File: src/rtl/reflet_8bit_bootloader_pkg.sv
// Shared constants and state encodings for the 8-bit controller UART boot loader.
package reflet_8bit_bootloader_pkg;

    localparam logic [7:0] BOOT_MAGIC = 8'hA5;

    typedef enum logic [2:0] {
        S_IDLE = 3'd0,
        S_LEN  = 3'd1,
        S_DATA = 3'd2,
        S_SUM  = 3'd3,
        S_ERR  = 3'd4,
        S_DONE = 3'd5
    } boot_state_t;

    typedef enum logic [1:0] {
        RX_IDLE,
        RX_START,
        RX_DATA,
        RX_STOP
    } rx_state_t;

endpackage

File: src/rtl/reflet_boot_uart_rx.sv
// UART 8N1 receiver: 2-flop synchronizer, half-bit start check, mid-bit sampling.
module reflet_boot_uart_rx
    import reflet_8bit_bootloader_pkg::*;
#(
    parameter int clk_freq  = 1000000,
    parameter int baud_rate = 9600
) (
    input  logic       clk,
    input  logic       reset,
    input  logic       rx,
    output logic [7:0] data,
    output logic       valid,
    output logic       frame_err,
    output logic [1:0] dbg_state
);

    localparam int DIV = clk_freq / baud_rate;
    localparam int CW  = $clog2(DIV + 1);
    localparam logic [CW-1:0] BIT_LAST  = CW'(DIV - 1);
    localparam logic [CW-1:0] HALF_LAST = CW'(DIV / 2 - 1);

    rx_state_t     state_q, state_d;
    logic [CW-1:0] cnt_q, cnt_d;
    logic [2:0]    bit_q, bit_d;
    logic [7:0]    shift_q, shift_d;
    logic          valid_q, valid_d;
    logic          ferr_q, ferr_d;
    logic          rx_meta_q, rx_sync_q;

    always_ff @(posedge clk or posedge reset) begin
        if (reset) begin
            rx_meta_q <= 1'b1;
            rx_sync_q <= 1'b1;
            state_q   <= RX_IDLE;
            cnt_q     <= '0;
            bit_q     <= '0;
            shift_q   <= '0;
            valid_q   <= 1'b0;
            ferr_q    <= 1'b0;
        end else begin
            rx_meta_q <= rx;
            rx_sync_q <= rx_meta_q;
            state_q   <= state_d;
            cnt_q     <= cnt_d;
            bit_q     <= bit_d;
            shift_q   <= shift_d;
            valid_q   <= valid_d;
            ferr_q    <= ferr_d;
        end
    end

    always_comb begin
        state_d = state_q;
        cnt_d   = cnt_q + 1'b1;
        bit_d   = bit_q;
        shift_d = shift_q;
        valid_d = 1'b0;
        ferr_d  = 1'b0;
        case (state_q)
            RX_IDLE: begin
                cnt_d = '0;
                if (!rx_sync_q) state_d = RX_START;
            end
            RX_START: begin
                // A start that is no longer low at mid-bit is treated as a glitch.
                if (cnt_q == HALF_LAST) begin
                    cnt_d   = '0;
                    bit_d   = '0;
                    state_d = rx_sync_q ? RX_IDLE : RX_DATA;
                end
            end
            RX_DATA: begin
                if (cnt_q == BIT_LAST) begin
                    cnt_d   = '0;
                    shift_d = {rx_sync_q, shift_q[7:1]};
                    bit_d   = bit_q + 1'b1;
                    if (bit_q == 3'd7) state_d = RX_STOP;
                end
            end
            RX_STOP: begin
                if (cnt_q == BIT_LAST) begin
                    cnt_d   = '0;
                    valid_d = rx_sync_q;
                    ferr_d  = !rx_sync_q;
                    state_d = RX_IDLE;
                end
            end
        endcase
    end

    // valid and frame_err are mutually exclusive single-cycle pulses; data is
    // stable while valid is high. There is no ready: the consumer must take it.
    assign data      = shift_q;
    assign valid     = valid_q;
    assign frame_err = ferr_q;
    assign dbg_state = state_q;

endmodule

File: src/rtl/reflet_8bit_bootloader.sv
// Boot loader: receives A5/LEN/data/CHK over UART, writes instruction RAM, releases CPU.
module reflet_8bit_bootloader
    import reflet_8bit_bootloader_pkg::*;
#(
    parameter int clk_freq      = 1000000,
    parameter int baud_rate     = 9600,
    parameter int mem_size      = 128,
    parameter int timeout_bytes = 16
) (
    input  logic       clk,
    input  logic       reset,
    input  logic       rx,
    input  logic       bypass,
    output logic [6:0] mem_addr,
    output logic [7:0] mem_data,
    output logic       mem_write_en,
    output logic       cpu_hold,
    output logic       load_done,
    output logic       load_error,
    output logic [2:0] dbg_state,
    output logic [1:0] dbg_rx_state
);

    localparam int DIV       = clk_freq / baud_rate;
    localparam int TMO_LIMIT = timeout_bytes * 10 * DIV;
    localparam int TW        = $clog2(TMO_LIMIT + 1);
    localparam logic [TW-1:0] TMO_LAST = TW'(TMO_LIMIT - 1);
    localparam logic [7:0]    MEM_MAX  = 8'(mem_size);

    logic [7:0] rx_data;
    logic       rx_valid, rx_frame_err;

    reflet_boot_uart_rx #(
        .clk_freq  (clk_freq),
        .baud_rate (baud_rate)
    ) u_rx (
        .clk       (clk),
        .reset     (reset),
        .rx        (rx),
        .data      (rx_data),
        .valid     (rx_valid),
        .frame_err (rx_frame_err),
        .dbg_state (dbg_rx_state)
    );

    boot_state_t   state_q, state_d;
    logic [7:0]    count_q, count_d;
    logic [6:0]    addr_q, addr_d;
    logic [7:0]    data_q, data_d;
    logic          we_q, we_d;
    logic [7:0]    sum_q, sum_d;
    logic [TW-1:0] tmo_q, tmo_d;
    logic          done_q, done_d;
    logic          err_q, err_d;
    logic          hold_q, hold_d;

    always_ff @(posedge clk or posedge reset) begin
        if (reset) begin
            state_q <= S_IDLE;
            count_q <= '0;
            addr_q  <= '0;
            data_q  <= '0;
            we_q    <= 1'b0;
            sum_q   <= '0;
            tmo_q   <= '0;
            done_q  <= 1'b0;
            err_q   <= 1'b0;
            hold_q  <= 1'b1;
        end else begin
            state_q <= state_d;
            count_q <= count_d;
            addr_q  <= addr_d;
            data_q  <= data_d;
            we_q    <= we_d;
            sum_q   <= sum_d;
            tmo_q   <= tmo_d;
            done_q  <= done_d;
            err_q   <= err_d;
            hold_q  <= hold_d;
        end
    end

    always_comb begin
        state_d = state_q;
        count_d = count_q;
        addr_d  = addr_q;
        data_d  = data_q;
        we_d    = 1'b0;
        sum_d   = sum_q;
        tmo_d   = '0;
        done_d  = done_q;
        err_d   = err_q;
        hold_d  = hold_q;
        // Address and checksum advance in the cycle after each write strobe.
        if (we_q) begin
            addr_d = addr_q + 7'd1;
            sum_d  = sum_q + data_q;
        end
        case (state_q)
            S_IDLE: begin
                if (bypass) begin
                    state_d = S_DONE;
                    done_d  = 1'b1;
                    hold_d  = 1'b0;
                end else if (rx_valid && rx_data == BOOT_MAGIC) begin
                    state_d = S_LEN;
                    err_d   = 1'b0;
                end
            end
            S_LEN, S_DATA, S_SUM: begin
                tmo_d = tmo_q + 1'b1;
                if (rx_valid) begin
                    tmo_d = '0;
                    if (state_q == S_LEN) begin
                        if (rx_data == 8'd0 || rx_data > MEM_MAX) begin
                            state_d = S_ERR;
                        end else begin
                            count_d = rx_data;
                            addr_d  = '0;
                            sum_d   = '0;
                            state_d = S_DATA;
                        end
                    end else if (state_q == S_DATA) begin
                        data_d  = rx_data;
                        we_d    = 1'b1;
                        count_d = count_q - 8'd1;
                        if (count_q == 8'd1) state_d = S_SUM;
                    end else if (rx_data == sum_q) begin
                        state_d = S_DONE;
                        done_d  = 1'b1;
                        hold_d  = 1'b0;
                    end else begin
                        state_d = S_ERR;
                    end
                end else if (rx_frame_err || tmo_q == TMO_LAST) begin
                    state_d = S_ERR;
                end
            end
            S_ERR: begin
                err_d   = 1'b1;
                state_d = S_IDLE;
            end
            S_DONE: begin
            end
            default: state_d = S_IDLE;
        endcase
    end

    assign mem_addr     = addr_q;
    assign mem_data     = data_q;
    assign mem_write_en = we_q;
    assign cpu_hold     = hold_q;
    assign load_done    = done_q;
    assign load_error   = err_q;
    assign dbg_state    = state_q;

endmodule
File: config.mk
export PLATFORM = sky130hd
export DESIGN_NAME = reflet_8bit_bootloader
export DESIGN_NICKNAME = d
export VERILOG_FILES = /design/src/rtl/reflet_8bit_bootloader_pkg.sv /design/src/rtl/reflet_boot_uart_rx.sv /design/src/rtl/reflet_8bit_bootloader.sv
export SDC_FILE = /design/constraint.sdc
export NUM_CORES = 1
export LEC_CHECK = 0
export ABC_CLOCK_PERIOD_IN_PS = 3130
export CAP_MARGIN = 5
export CORE_MARGIN = 4
export CORE_UTILIZATION = 59
export CTS_BUF_LIST = sky130_fd_sc_hd__clkbuf_2 sky130_fd_sc_hd__clkbuf_4 sky130_fd_sc_hd__clkbuf_8
export DETAILED_ROUTE_END_ITERATION = 12
export HOLD_SLACK_MARGIN = 0.05
export PLACE_DENSITY = 0.8
export SYNTH_ARGS = -nofsm -noshare
export SYNTH_HDL_FRONTEND = slang
export SYNTH_SLANG_ARGS = --single-unit
File: constraint.sdc
create_clock -name clk -period 3.13 [get_ports clk]
set_input_delay 0.7825 -clock clk [delete_from_list [all_inputs] [get_ports clk]]
set_output_delay 0.7825 -clock clk [all_outputs]
set_load 0.005 [all_outputs]
**Yosys cells after proc, flatten, opt, wreduce, memory -nomap -nowiden**

Index checks and enable logic that the tools add are counted.

- Bits in registers: 77
- Latch bits: 0
- Memory bits (writable): 0
- Bits in read-only memories: 0
- Input bits: 4
- Output and inout bits: 24
- Word-level logic and storage cells: 140
- Memories: 0

- Add/sub/neg operators: 6
- Multipliers: 0
- Divide/modulo/power cells: 0
- Magnitude comparators: 1
- Equal/unequal tests: 31
- Shifts and indexed selects: 0
- Muxes and demuxes: 61
- Bitwise logic cells: 2
- Reduce and logical (&&, ||, !) cells: 21

Operator list:

| kind | number |
|---|---|
| 8-bit two-way mux | 8 |
| 7-bit two-way mux | 7 |
| 15-bit two-way mux | 2 |
| 3-bit two-way mux | 10 |
| 1-bit two-way mux | 21 |
| 7-bit case mux with 3 select lines | 1 |
| 2-bit inequality test (second input constant) | 8 |
| 15-bit by 1-bit adder with 15-bit output (second input constant) | 1 |
| 15-bit == test (second input constant) | 1 |
| 7-bit by 1-bit adder with 7-bit output (second input constant) | 2 |
| 2-bit two-way mux | 6 |
| 4-bit AND reduction | 3 |
| 2-bit by 1-bit inequality test with 1-bit output (second input constant) | 5 |
| 3-bit == test (second input constant) | 3 |
| 3-bit case mux with 3 select lines | 1 |
| 8-bit adder | 1 |
| 8-bit by 1-bit == test with 1-bit output (second input constant) | 1 |
| 8-bit == test | 1 |
| 8-bit == test (second input constant) | 1 |
| 8-bit > comparator (second input constant) | 1 |
| 8-bit logical NOT | 1 |
| 2-bit case mux with 4 select lines | 1 |
| 2-bit nonzero test | 4 |
| 8-bit by 1-bit subtractor with 8-bit output (second input constant) | 1 |
| 24 further kinds | 31 |

**Logic depth before layout (Yosys ltp)**

Gate-level depths: netlist of run 1.

- Word-level depth: 6
- Gate-level depth with buffers: 9
- Gate-level depth less buffers: 8

**Cells and area by module**

Synthesis of run 1 repeated with hierarchy kept, for this count alone.

- Cell total of the unflattened synthesis: 413
- Area total of the unflattened synthesis: 4250.3 sq um

By module, submodules not included:

| module | times used | cells an instance | area an instance (sq um) | sequential area each (sq um) |
|---|---|---|---|---|
| reflet_8bit_bootloader | 1 | 320 | 3084.2 | 1327.5 |
| reflet_boot_uart_rx | 1 | 93 | 1166.1 | 603.1 |

**Least setup slack after synthesis of run 1**

OpenSTA, ideal clock, no wires.

- Kind: register to register
- From: register u_rx.shift_q[1], in the netlist u_rx.data[1]
- To: register count_q[7]
- Library setup time: 122 ps
- Arrival: 2016 ps
- Data required time: 3008 ps
- Setup slack: 992 ps
- Cell stages (with the launch flop): 8
- Buffers on the path: 2
- Period minus slack after synthesis: 2138 ps
- Path through: dfrtp_1 or4_4 o211a_1 or3_1 buf_6 buf_8 o21ai_2 o21ai_1

- Cells in the longest elaborated chain, start to end: 4
- Elaborated cells between the ends (all ways): 5
- Those cells by class: 1 x order compare; 1 x eq/ne; 3 x reduce/logical

RTL lines:

| item | line | RTL |
|---|---|---|
| start, declared | reflet_boot_uart_rx.sv:25 | `logic [7:0] shift_q, shift_d;` |
| start signal, assigned | reflet_boot_uart_rx.sv:46 | `shift_q <= shift_d;` |
| 8-bit > comparator / 8-bit logical NOT (equally long branches) | reflet_8bit_bootloader.sv:115 | `if (rx_data == 8'd0 \|\| rx_data > MEM_MAX) begin` |
| 1-bit logical OR * | reflet_8bit_bootloader.sv:115 |  |
| 2-bit inequality test (no line) * | -- |  |
| 4-bit AND reduction (no line) * | -- |  |
| end signal, assigned | reflet_8bit_bootloader.sv:71 | `count_q <= count_d;` |
| end, declared | reflet_8bit_bootloader.sv:47 | `logic [7:0] count_q, count_d;` |

Every way passes the cells marked *; elsewhere a longest branch is shown, timed or not.
A chain may end at the register's enable or synchronous reset.

**Worst setup path after layout of run 1**

- From: register u_rx.shift_q[3], in the netlist u_rx.data[3]
- To: register count_q[5]

Same word-level chain as after synthesis.

==> impl_metrics.json, run 1 <==
{
  "final.setup.tns_ns": 0,
  "critical_path.startpoint_type": "flip-flop",
  "worstPathMaxFanout": 17,
  "finalNetCount": 458,
  "tightestPinTransition_ns": 0.6536,
  "drt_drc_violations_left": 0,
  "syn-cell-area_sq_mm": 0.004089,
  "syn-instance-count": 407,
  "timing.hold.worst_endpoint": "u_rx.rx_sync_q$_DFF_PP1_",
  "timing.critical_path.to_type": "flip-flop",
  "htreeDepth": 3,
  "yosys_register_bits": 77,
  "cts_post_setup_buffers_inserted": 0,
  "groute.layer.met3.usage_pct": 3.811,
  "timing.critical_path.slowest_cell_delay_ns": 0.63,
  "synth_async_sr_flop_share_pct": 100.0,
  "holdBufCountCts": 0,
  "maxCapViolCount": 0,
  "grt.total_usage_pct": 21.12,
  "worstHoldPathCells": 0,
  "max_freq_mhz": 414.2,
  "overflow": 0,
  "cts.sink_count": 77,
  "rr_startpoint": "u_rx.data[3]$_DFFE_PP0P_",
  "drtAntennaViolNets": 0,
  "globalRoute.busiestLayer": "met2",
  "cts_resized": 0,
  "clk_pin_slew_ns": 0.08,
  "synth_warn": 0,
  "clock_skew_after_layout_ns": 0.01122,
  "insertion_delay_ns": 0.35,
  "worst-r2r-setup-slack_ns": 0.72,
  "run_status": "finished, final reports clean",
  "cts_buffer_count": 9,
  "slew_viol_final": 0,
  "number_of_distinct_library_cell_variants_in_the_gate_level_netlist_after_synthesis": 58,
  "vias_per_cell": 5.852,
  "setup.worst_path.class": "reg -> reg",
  "floorplan.rows": 30,
  "setup_repair_after_global_routing_missed_its_margin": "no",
  "grt_use_met2_pct": 33.23,
  "final_common_cell": "sky130_fd_sc_hd__dfrtp_1",
  "worst_slew_margin_rel_pct": 55.86,
  "worst_ir_drop_vdd_mv": 0.3395,
  "core_area_sq_mm": 0.006756,
  "first_global_vias": 2951,
  "drive_gt1_share_pct": 11.16,
  "synth.largest_area_cell": "sky130_fd_sc_hd__dfrtp_1",
  "routed_length_per_instance_um": 15.65,
  "grt_antenna_before_repair": 0,
  "finalWirelength_um": 8122,
  "synth_top_cell_area_share_pct": 45.29,
  "grt_first_pass_wirelength_um": 14170,
  "pin_count_of_the_biggest_net_entering_global_routing": 78,
  "post_synth_main_area_contributors": "sky130_fd_sc_hd__dfrtp_1 (45%), sky130_fd_sc_hd__ha_1 (5.8%), sky130_fd_sc_hd__nor2_1 (5.3%)",
  "top_level_ports": 28,
  "finalHoldViolations": 0,
  "required_ns": 3.33,
  "power_per_cell_area_mw_per_mm2": 478.7,
  "die_x_um": 91.25,
  "hold_path.class": "reg -> reg",
  "drt-initial-drc-count": 171,
  "ctsLongestPathBuffers": 2,
  "synth-main-ff-cell": "sky130_fd_sc_hd__dfrtp_1",
  "cts_tree": "done",
  "detailroute.via_count": 3037,
  "start_util_pct": 60.52,
  "fp.dieArea_sq_mm": 0.008327,
  "power.static_leakage_nw": 2.181,
  "finalSetupViolations": 0,
  "min_from": "u_rx.rx_meta_q$_DFF_PP1_",
  "mostFrequentLayoutCells": "sky130_fd_sc_hd__dfrtp_1 (74), sky130_fd_sc_hd__nor2_1 (58), sky130_fd_sc_hd__clkdlybuf4s50_1 (27), sky130_fd_sc_hd__nand2_1 (26), sky130_fd_sc_hd__xor2_1 (23)",
  "clock-root-buffer": "sky130_fd_sc_hd__clkbuf_8",
  "slowest_stage": "sky130_fd_sc_hd__or3_1",
  "timing.critical_path.cells": "or4_4 > o211a_1 > or3_1 > a21oi_1 > o22ai_1",
  "dp.final_hpwl_um": 5595,
  "met1_usage_pct": 29.23,
  "timing.critical_path.arrival_ns": 2.62,
  "period_share_pct": 77.14,
  "drt_first_pass_iters": 4,
  "mappedNetlistNets": 431,
  "gpl.final_weighted_congestion": 0.8197,
  "period_minus_slack_ns": 2.415,
  "r2r-end": "count_q[5]$_DFFE_PP0P_",
  "yosysSeqAreaShare_pct": 47.22,
  "r2r_cells": 5,
  "total_power_mw": 2.218,
  "cpLargestDelayFamily": "simple AND/OR/NAND/NOR gates",
  "post_synth.cell_area_avg_sq_um": 10.05,
  "antennaDiodeCount": 0,
  "io_buffer_count": 27,
  "crit_buf_inv": 0,
  "synth_enable_flop_cells": 0,
  "post-route-util_pct": 68.59,
  "fill_cells": 497,
  "holdWs_ns": 0.3667,
  "die-height_um": 91.25,
  "layout-area-overhead-vs-synth_pct": 13.34
}
per-layer routing:
metal / up-vias / wire [um]
li1: 1477 / -
met1: 1486 / 3764
met2: 62 / 3924
met3: 12 / 314
met4: 0 / 119
met5: - / 0
cells in the mapped netlist (11+ instances only):
cell type	number
sky130_fd_sc_hd__inv_1	18
sky130_fd_sc_hd__mux2_2	17
sky130_fd_sc_hd__mux2i_1	11
sky130_fd_sc_hd__nor3_1	11
sky130_fd_sc_hd__a21oi_1	14
sky130_fd_sc_hd__ha_1	19
sky130_fd_sc_hd__xor2_1	23
sky130_fd_sc_hd__nor2_1	58
sky130_fd_sc_hd__dfrtp_1	74
sky130_fd_sc_hd__nand2_1	26
sky130_fd_sc_hd__o21ai_0	14
sky130_fd_sc_hd__xnor2_1	11
sky130_fd_sc_hd__nand3_1	14
cell families after synthesis:
logic type                 after synthesis  share of synthesized area, %
xor gates and xnor gates                34                         7.283
AOI/OAI and AO/OA                       66                         10.68
DFF                                     77                         47.22
adders and majority gates               20                         6.304
muxes                                   28                         7.375
buffers and inverters                   34                         3.947
and+or+nand+nor                        148                         17.20
final cells by class:
cell class	count	area, sq um	share of cell area, %
multi-input combinational	296	2002	43.20
sequential	77	1931	41.66
timing repair buffer	32	320.3	6.911
clock buffer	9	123.9	2.673
tap	80	100.1	2.160
clock inverter	7	90.09	1.944
inverter	18	67.56	1.458
through the flow:
step,cells,worst slack (ns),instance area (sq um)
2_1_floorplan,407,0.3858,4089
3_3_place_gp,503,0.8055,4420
3_5_place_dp,503,0.7523,4420
4_1_cts,519,0.7314,4634
5_1_grt,519,0.5548,4634
6_report,519,0.7154,4634
worst max-delay path by stage:
stage	start	endpoint	slack, ns	depth (start not counted)
after CTS	u_rx.data[3]$_DFFE_PP0P_	count_q[5]$_DFFE_PP0P_	0.73	5
after global routing	dbg_state[0]$_DFFE_PP0P_	count_q[0]$_DFFE_PP0P_	0.55	5
after detailed placement	dbg_state[1]$_DFFE_PP0P_	count_q[0]$_DFFE_PP0P_	0.75	5
after floorplan	reset	async pin	0.39	1
after global placement	u_rx.data[1]$_DFFE_PP0P_	count_q[2]$_DFFE_PP0P_	0.81	5
final	u_rx.data[3]$_DFFE_PP0P_	count_q[5]$_DFFE_PP0P_	0.72	5
sequential cells by signal, summed over array words and instances, names as in the netlist, named ones only:
register,flops
tmo_q,15
count_q,8
mem_data,8
sum_q,8
u_rx.data,8
mem_addr,7
u_rx.cnt_q,7
dbg_state,3
u_rx.bit_q,3
cpu_hold,1
load_done,1
load_error,1
mem_write_en,1
u_rx.dbg_state,1
u_rx.frame_err,1
u_rx.rx_meta_q,1
u_rx.rx_sync_q,1
u_rx.valid,1
power by group:
| part | internal (mW) | switching, mW | total (mW) |
|---|---|---|---|
| logic | 0.139 | 0.203 | 0.342 |
| registers | 1.02 | 0.0445 | 1.06 |
| clock network | 0.444 | 0.367 | 0.812 |
| total | 1.60 | 0.615 | 2.22 |
Power figures use the tool's default switching activity.
==> inputs of run 2 (changes only) <==
--- a/config.mk
+++ b/config.mk
@@ -5,7 +5,7 @@
 export SDC_FILE = /design/constraint.sdc
 export NUM_CORES = 1
 export LEC_CHECK = 0
-export ABC_CLOCK_PERIOD_IN_PS = 3130
+export ABC_CLOCK_PERIOD_IN_PS = 2400
 export CAP_MARGIN = 5
 export CORE_MARGIN = 4
 export CORE_UTILIZATION = 59
==> constraint.sdc (replaced) <==
create_clock -name clk -period 2.4 [get_ports clk]
set_input_delay 0.6 -clock clk [delete_from_list [all_inputs] [get_ports clk]]
set_output_delay 0.6 -clock clk [all_outputs]
set_load 0.005 [all_outputs]
==> impl_metrics.json, run 2 (same netlist as run 1, synthesis figures left out) <==
{
  "run_status": "finished, final reports clean",
  "first_global_vias": 3006,
  "detailroute.via_count": 3075,
  "die-height_um": 91.25,
  "insertion_delay_ns": 0.35,
  "cell_area_after_placement_sq_mm": 0.004529,
  "drt-initial-drc-count": 245,
  "start_util_pct": 60.52,
  "vias_per_cell": 5.769,
  "critical_path.startpoint_type": "flip-flop",
  "required_ns": 2.63,
  "slew_viol_final": 0,
  "drt_first_pass_iters": 4,
  "r2r_cells": 6,
  "io_buffer_count": 27,
  "grt_antenna_before_repair": 0,
  "worst-r2r-setup-slack_ns": 0.24,
  "mostFrequentLayoutCells": "sky130_fd_sc_hd__dfrtp_1 (74), sky130_fd_sc_hd__nor2_1 (58), sky130_fd_sc_hd__clkdlybuf4s50_1 (27), sky130_fd_sc_hd__nand2_1 (26), sky130_fd_sc_hd__xor2_1 (23)",
  "period_minus_slack_ns": 2.160,
  "setup.worst_path.class": "reg -> reg",
  "worst_ir_drop_vdd_mv": 0.4743,
  "rr_startpoint": "u_rx.data[1]$_DFFE_PP0P_",
  "power.switching_fraction_pct": 28.68,
  "overflow": 0,
  "ctsLongestPathBuffers": 2,
  "worstPathMaxFanout": 17,
  "postLayoutCellArea_sq_mm": 0.004698,
  "routed_length_per_instance_um": 15.41,
  "cts_resized": 0,
  "grt.total_usage_pct": 21.44,
  "tightestPinTransition_ns": 0.6454,
  "drive_gt1_share_pct": 13.91,
  "fp.dieArea_sq_mm": 0.008327,
  "power.internal_mw": 1.963,
  "pin_count_of_the_biggest_net_entering_global_routing": 31,
  "largest-register": "tmo_q",
  "finalWirelength_um": 8216,
  "finalHoldViolations": 0,
  "period_share_pct": 89.98,
  "setup_repair_after_global_routing_missed_its_margin": "no",
  "layout-area-overhead-vs-synth_pct": 14.90,
  "floorplan.rows": 30,
  "cts_post_setup_buffers_inserted": 0,
  "power_per_cell_area_mw_per_mm2": 586.0,
  "proportion_of_power_drawn_by_the_clock_network_pct": 31.8,
  "timing.critical_path.arrival_ns": 2.39,
  "max_freq_mhz": 463.1,
  "power.static_leakage_nw": 2.238,
  "core_area_sq_mm": 0.006756,
  "final_cell_count_without_fillers": 533,
  "min_from": "u_rx.rx_meta_q$_DFF_PP1_",
  "clock_skew_after_layout_ns": 0.005786,
  "combinationalPowerShare_pct": 19.0,
  "gpl.final_weighted_congestion": 0.8249,
  "place.detailed.instances": 517,
  "die_x_um": 91.25,
  "holdBufCountCts": 0,
  "power.sequential.fraction_pct": 49.2,
  "worstHoldPathCells": 0,
  "htreeDepth": 3,
  "total_power_mw": 2.753,
  "worst_slew_margin_rel_pct": 56.41,
  "dp.final_hpwl_um": 5819,
  "drtAntennaViolNets": 0,
  "cts_buffer_count": 9,
  "crit_start": "u_rx.data[1]$_DFFE_PP0P_",
  "drt_drc_violations_left": 0,
  "grt_first_pass_wirelength_um": 14320,
  "timing.hold.worst_endpoint": "u_rx.rx_sync_q$_DFF_PP1_",
  "timing.critical_path.to_type": "flip-flop",
  "final.setup.tns_ns": 0,
  "finalNetCount": 472,
  "r2r-end": "count_q[3]$_DFFE_PP0P_",
  "cts.sink_count": 77,
  "final_common_cell": "sky130_fd_sc_hd__dfrtp_1",
  "antennaDiodeCount": 0,
  "maxCapViolCount": 0,
  "clock-root-buffer": "sky130_fd_sc_hd__clkbuf_8",
  "finalSetupViolations": 0,
  "reported_net_switching_power_mw": 0.7896,
  "hold_path.class": "reg -> reg",
  "top_level_ports": 28,
  "cts_tree": "done",
  "largest_register_ffs": 15,
  "clk_pin_slew_ns": 0.07
}
## run 2: cell type report
class | count | area, sq um
Clock buffer | 13 | 153.9
Clock inverter | 3 | 15.01
Fill cell | 517 | 2058
Inverter | 18 | 71.32
Multi-Input combinational cell | 296 | 2002
Sequential cell | 77 | 1931
Tap cell | 80 | 100.1
Timing Repair Buffer | 46 | 425.4
## run 2: layer usage
| layer | wire length [um] | GRT usage (%) | part of all wire [%] |
|---|---|---|---|
| met1 | 3989 | 30.13 | 49 |
| met2 | 3829 | 33.29 | 47 |
| met3 | 290 | 4.143 | 3.5 |
| met4 | 106 | 7.538 | 1.3 |
| met5 | 0 | 0 | 0 |
## run 2: how the worst max path moves through the flow
stage / endpoint / depth (start not counted)
detailed placement: count_q[3]$_DFFE_PP0P_ / 6
finish: count_q[3]$_DFFE_PP0P_ / 6
global placement: count_q[4]$_DFFE_PP0P_ / 6
global route: count_q[4]$_DFFE_PP0P_ / 6
floorplan: count_q[7]$_DFFE_PP0P_ / 7
CTS: count_q[3]$_DFFE_PP0P_ / 6
## run 2: power by group through the flow
stage,sequential [mW],combinational (mW),clock (mW)
CTS,1.36,0.523,0.888
global route,1.36,0.591,0.949
global placement,1.38,0.507,0
floorplan,1.39,0.358,0
detailed placement,1.38,0.519,0
finish,1.35,0.523,0.875
## run 2: per-stage QoR
stage	setup slack [ns]	hold slack, ns	utilization [%]
global route	0.1238	0.3671	69.54
detailed placement	0.2558	0.3478	67.04
CTS	0.2363	0.3587	69.54
global placement	0.3171	0.3459	67.04
finish	0.2404	0.3576	69.54
floorplan	0.2617	0.3452	-
## run 2: worst max-delay path, stage by stage (launching register included)
cell and delay [ns]:
sky130_fd_sc_hd__dfrtp_1 0.38, sky130_fd_sc_hd__or4_4 0.57, sky130_fd_sc_hd__o211a_1 0.26, sky130_fd_sc_hd__or3_1 0.36, sky130_fd_sc_hd__buf_4 0.20, sky130_fd_sc_hd__o21ai_0 0.18, sky130_fd_sc_hd__o21ai_1 0.09
==> inputs of run 3 (changes only) <==
--- a/config.mk
+++ b/config.mk
@@ -7,12 +7,14 @@
 export LEC_CHECK = 0
 export ABC_CLOCK_PERIOD_IN_PS = 2400
 export CAP_MARGIN = 5
+export CELL_PAD_IN_SITES_DETAIL_PLACEMENT = 1
+export CELL_PAD_IN_SITES_GLOBAL_PLACEMENT = 1
 export CORE_MARGIN = 4
-export CORE_UTILIZATION = 59
+export CORE_UTILIZATION = 48
 export CTS_BUF_LIST = sky130_fd_sc_hd__clkbuf_2 sky130_fd_sc_hd__clkbuf_4 sky130_fd_sc_hd__clkbuf_8
 export DETAILED_ROUTE_END_ITERATION = 12
 export HOLD_SLACK_MARGIN = 0.05
-export PLACE_DENSITY = 0.8
+export PLACE_DENSITY_LB_ADDON = 0.1
 export SYNTH_ARGS = -nofsm -noshare
 export SYNTH_HDL_FRONTEND = slang
 export SYNTH_SLANG_ARGS = --single-unit
==> impl_metrics.json, run 3 (same netlist as run 1, synthesis figures left out) <==
{
  "worstHoldPathCells": 0,
  "drive_gt1_share_pct": 14.13,
  "cts_buffer_count": 9,
  "required_ns": 2.66,
  "routed_length_per_instance_um": 17.38,
  "antennaDiodeCount": 0,
  "die-height_um": 100.3,
  "maxCapViolCount": 0,
  "drtAntennaViolNets": 0,
  "die_x_um": 100.3,
  "layout-area-overhead-vs-synth_pct": 17.59,
  "r2r_cells": 5,
  "grt.total_usage_pct": 21.52,
  "preCtsSetupSlack_ns": 0.08458,
  "finalHoldViolations": 0,
  "largest-register": "tmo_q",
  "power.static_leakage_nw": 2.267,
  "dp.final_hpwl_um": 6894,
  "worst_slew_margin_rel_pct": 60.44,
  "post-route-util_pct": 58.23,
  "drt_drc_violations_left": 0,
  "power_per_cell_area_mw_per_mm2": 644.4,
  "clock_skew_after_layout_ns": 0.01278,
  "critical_path.startpoint_type": "flip-flop",
  "timing.critical_path.cells": "or4_4 > o311ai_0 > a21oi_1 > a221oi_2 > mux2i_1",
  "first_global_vias": 3473,
  "slowest_stage": "sky130_fd_sc_hd__or4_4",
  "setup.worst_path.class": "reg -> reg",
  "largest_register_ffs": 15,
  "final_common_cell": "sky130_fd_sc_hd__dfrtp_1",
  "setup_slack_of_the_critical_path_after_layout_ns": 0.1598,
  "overflow": 0,
  "finalNetCount": 472,
  "timing.critical_path.arrival_ns": 2.50,
  "gpl.final_weighted_congestion": 0.8285,
  "hold_path.class": "reg -> reg",
  "tightestPinTransition_ns": 0.5857,
  "cts_tree": "done",
  "rr_startpoint": "u_rx.data[1]$_DFFE_PP0P_",
  "worst-r2r-setup-slack_ns": 0.16,
  "grt_first_pass_wirelength_um": 17140,
  "start_util_pct": 49.52,
  "finalWirelength_um": 9698,
  "drt-initial-drc-count": 102,
  "worstPathMaxFanout": 6,
  "vias_per_cell": 5.618,
  "mostFrequentLayoutCells": "sky130_fd_sc_hd__dfrtp_1 (74), sky130_fd_sc_hd__nor2_1 (58), sky130_fd_sc_hd__clkdlybuf4s50_1 (27), sky130_fd_sc_hd__nand2_1 (26), sky130_fd_sc_hd__xor2_1 (23)",
  "run_status": "finished, final reports clean",
  "clk_pin_slew_ns": 0.08,
  "timing.hold.worst_endpoint": "u_rx.rx_sync_q$_DFF_PP1_",
  "floorplan.rows": 33,
  "pin_count_of_the_biggest_net_entering_global_routing": 45,
  "timing.critical_path.to_type": "flip-flop",
  "drt_first_pass_iters": 4,
  "fp.dieArea_sq_mm": 0.01006,
  "r2r-end": "dbg_state[2]$_DFFE_PP0P_",
  "slew_viol_final": 0,
  "min_from": "u_rx.rx_meta_q$_DFF_PP1_",
  "htreeDepth": 3,
  "core_area_sq_mm": 0.008258,
  "ctsLongestPathBuffers": 2,
  "period_share_pct": 93.34,
  "finalSetupViolations": 0,
  "insertion_delay_ns": 0.35,
  "grt_antenna_before_repair": 0,
  "setup_repair_after_global_routing_missed_its_margin": "no",
  "final.setup.tns_ns": 0,
  "timing.critical_path.slowest_cell_delay_ns": 0.58,
  "fill_cells": 927,
  "period_minus_slack_ns": 2.240,
  "worst_ir_drop_vdd_mv": 0.3170,
  "max_freq_mhz": 446.4,
  "detailroute.via_count": 3135,
  "clock-root-buffer": "sky130_fd_sc_hd__clkbuf_8",
  "top_level_ports": 28,
  "io_buffer_count": 27,
  "cts.sink_count": 77
}
==> run 3: cell types whose count changed in the layout (fill, tap and decap cells not counted), sizes merged <==
cell / previous run / this run
bufinv: 0 / 3
clkbuf: 13 / 10
clkinv: 3 / 2
clkinvlp: 1 / 2
==> run 3: repair_timing <==
action                                  4_1_cts  5_1_grt
hold buffers                                  0        0
setup buffers                                 0        0
endpoints found under the setup margin        0        2
resized for setup                             0        1
==> run 3: through the flow <==
stage          power [mW]  cells  cell area [sq um]  hold slack (ns)
6_report            3.098    558               4808           0.3585
5_1_grt             3.268    558               4808           0.3627
4_1_cts             3.121    558               4803           0.3598
3_5_place_dp        1.920    542               4561           0.3489
3_3_place_gp        1.902    542               4561           0.3452
2_1_floorplan       1.746    407               4093           0.3452
==> run 3: how the worst max path moves through the flow <==
stage                                     to  cells past startpoint  slack, ns                startpoint
global route        dbg_state[1]$_DFFE_PP0P_                      5      0.003  u_rx.data[1]$_DFFE_PP0P_
detailed placement    count_q[6]$_DFFE_PP0P_                      6       0.08  u_rx.data[1]$_DFFE_PP0P_
global placement      count_q[6]$_DFFE_PP0P_                      6       0.16  u_rx.data[1]$_DFFE_PP0P_
floorplan             count_q[7]$_DFFE_PP0P_                      7       0.26  u_rx.data[1]$_DFFE_PP0P_
CTS                   count_q[6]$_DFFE_PP0P_                      6       0.07  u_rx.data[1]$_DFFE_PP0P_
finish              dbg_state[2]$_DFFE_PP0P_                      5       0.16  u_rx.data[1]$_DFFE_PP0P_
==> run 3: layout make-up <==
type,count,area [sq um],share of cell area [%]
inverter,18,71.32,1.483
tap,105,131.4,2.732
sequential,77,1931,40.15
clock buffer,10,131.4,2.732
timing repair buffer,46,425.4,8.847
multi-input combinational,296,2007,41.74
clock inverter,6,111.4,2.316
==> run 3: metal layers <==
| layer | share of wire [%] | vias to the layer above | GRT usage (%) | wire, um |
|---|---|---|---|---|
| met5 | 0 | - | 0 | 0 |
| met4 | 1.8 | 0 | 6.632 | 175 |
| met3 | 2.6 | 16 | 3.614 | 252 |
| met2 | 49 | 42 | 35.98 | 4727 |
| met1 | 47 | 1569 | 28.67 | 4543 |
| li1 | - | 1508 | - | - |
==> run 3: worst max-delay path, delay by kind of cell (launching register included) <==
family	cells	cell delay (ns)
flip-flops	1	0.39
AND/OR/NAND/NOR	1	0.58
multiplexers	1	0.23
AO/OA/AOI/OAI	3	0.97
==> run 3: power breakdown <==
group	internal, mW	switching [mW]	leakage, nW	total (mW)
clock network	0.703	0.496	0.120	1.20
registers	1.33	0.0276	1.04	1.36
logic	0.214	0.327	1.11	0.541
==> variant: new RTL, config.mk and constraints of run 2 <==
`addr_q`, `data_q` and `sum_q` no longer have a reset.
--- a/src/rtl/reflet_8bit_bootloader.sv
+++ b/src/rtl/reflet_8bit_bootloader.sv
@@ -60,6 +60,3 @@
             count_q <= '0;
-            addr_q  <= '0;
-            data_q  <= '0;
             we_q    <= 1'b0;
-            sum_q   <= '0;
             tmo_q   <= '0;
@@ -71,6 +68,3 @@
             count_q <= count_d;
-            addr_q  <= addr_d;
-            data_q  <= data_d;
             we_q    <= we_d;
-            sum_q   <= sum_d;
             tmo_q   <= tmo_d;
@@ -80,2 +74,8 @@
         end
+    end
+
+    always_ff @(posedge clk) begin
+        addr_q <= addr_d;
+        data_q <= data_d;
+        sum_q  <= sum_d;
     end
Check against the original RTL: no difference found for any inputs over 10 cycles, from zero or initial values and one cycle with reset high; that may be too few to reach the edited logic, so the function may still have changed.
==> variant against run 2 <==
Worst setup slack worse by 55 ps; hold slack improved by 3.9 ps; critical endpoint is now dbg_state[2]$_DFFE_PP0P_; wire length is 7.4% lower; cell area down 2.4%; synthesized area shrank 3.1%; non-clock buffer count is 2 higher; sequential share of layout area grew 0.25 points; power decreased by 4.0%; sequential cell count unchanged; critical path type unchanged.
==> variant: results (changes against run 2) <==
clocking:
  clockBufferDepth: 2  # unchanged
  cts_root_buf: "clkbuf_8"
  path_clk_slew_ps: 80
  clock_latency_ps: 350  # about the same
  post_cts_buffers: 0  # unchanged
global_route:
  grt_busiest_layer: "met2"
  grt_pass1_vias: 2943  # -2.1%
  met3_usage: 0.0543  # +0.0128
  grt_max_degree: 24  # -23%
  grt_pass1_wl_mm: 13.0  # -9.1%
  antenna_found_initial: 0  # unchanged
  grtUsageMet2: 0.335  # +0.00229
  grt_usage: 0.197  # -0.0174
  met1_usage: 0.239  # -0.0622
setup_path:
  reg2regPathDepth: 5  # -1
  r2r_start: "u_rx.data[1]$_DFFE_PP0P_"
  crit_end: "dbg_state[2]$_DFFE_PP0P_"
  cpMaxStageDelayCell: "or4_1"
  path_class: "reg -> reg"
  critPathMaxFanout: 6  # -11
  slowest_delay_ps: 630  # +60 ps
  crit_family: "compound AO/OA/AOI/OAI gates"
  cp.arrival_ps: 2450  # +60 ps
status:
  status: "finished clean"
yosys:
  synth_common_cells: "51 x dfrtp_1, 51 x nor2_1, 31 x nand2_1"
  synthDistinctLibCells: 60  # +3.4%
  synth_edf_count: 8  # +8
  synth_top_flop_cell: "dfrtp_1"
  yosys_warnings: 0  # unchanged
  synth_seq_area_share: 0.479  # +0.00637
  synth_area_leaders: "dfrtp_1 32%, dfxtp_1 7.6%, edfxtp_1 6.1%"
  synth_nets: 415  # -3.7%
  ys_async_sr_fraction: 0.701  # -0.299
  syn_area_per_cell_um2: 10.1  # +0.84%
detailed_routing:
  first_iter_violations: 111  # -55%
  met3_length_um: 286  # -1.4%
  wl_met2_mm: 3.74  # -2.2%
  routed_wl_mm: 7.61  # -7.4%
  vias: 2964  # -3.6%
  viasPerCell: 5.73  # -0.63%
  wl_met1_mm: 3.44  # -14%
placed_design:
  gp_congestion: 0.909  # +10%
  io_buffers: 27  # unchanged
  dpl_worst_slack_ps: 185  # -71.0 ps
  dpl.hpwl_mm: 5.59  # -4.0%
  place_area_um2: 4420  # -2.3%
  dp_cells: 501  # -3.1%
finish:
  final_nets: 459  # -2.8%
  layout-drive-gt1-share: 0.130  # -0.00953
  antennaDiodeCount: 0  # unchanged
  utilization: 0.714  # +0.0186
  filler_cell_count: 473  # -8.5%
  largest_register_ffs: 15  # unchanged
power:
  peakVddDrop_mv: 0.353  # -26%
  leakagePower_uw: 0.00204  # -9.0%
timing:
  setup_slack_ps: 186  # -54.6 ps
  tightest_slew_ps: 551  # -94.3 ps
  fin_skew_ps: 8.13  # +2.35 ps
## variant: changes by cell type after synthesis, moves of 5 or more
cell      before  now
a22o_1         1    6
nand2_1       26   31
dfrtp_1       74   51
nor2_1        58   51
edfxtp_1       0    8
dfxtp_1        0   15
clkbuf_1       6   11
o21ai_1        5    0
a21oi_1       14    8
## variant: cell families after synthesis
logic type      Yosys count  synth area share
simple gates            142             0.175
flops                    77             0.479
compound gates           66             0.117
xor+xnor                 34            0.0752
buf+inv                  32            0.0347
mux                      20            0.0546
fa+ha+maj                20            0.0651
## variant: how the worst min path moves through the flow
| stage | startpoint | to | slack (ps) | cells past startpoint |
|---|---|---|---|---|
| 3_3_place_gp | u_rx.rx_meta_q$_DFF_PP1_ | u_rx.rx_sync_q$_DFF_PP1_ | 350 | 0 |
| 3_5_place_dp | u_rx.rx_meta_q$_DFF_PP1_ | u_rx.rx_sync_q$_DFF_PP1_ | 350 | 0 |
| 5_1_grt | u_rx.rx_meta_q$_DFF_PP1_ | u_rx.rx_sync_q$_DFF_PP1_ | 370 | 0 |
| 4_1_cts | u_rx.rx_meta_q$_DFF_PP1_ | u_rx.rx_sync_q$_DFF_PP1_ | 370 | 0 |
| 2_1_floorplan | u_rx.rx_meta_q$_DFF_PP1_ | u_rx.rx_sync_q$_DFF_PP1_ | 350 | 0 |
| 6_report | u_rx.rx_meta_q$_DFF_PP1_ | u_rx.rx_sync_q$_DFF_PP1_ | 360 | 0 |
## variant: layout make-up
cell class / instances / share of cell area
clock buffers: 10 / 0.0286
clock inverters: 6 / 0.00655
inverters: 17 / 0.0139
multi-input cells: 282 / 0.420
flip-flops and latches: 77 / 0.413
well taps: 77 / 0.0210
repair buffers: 48 / 0.0960
## variant: where the power goes
group	internal [uW]	switching, uW
combinational	211	253
clock	374	442
sequential	1340	22.0
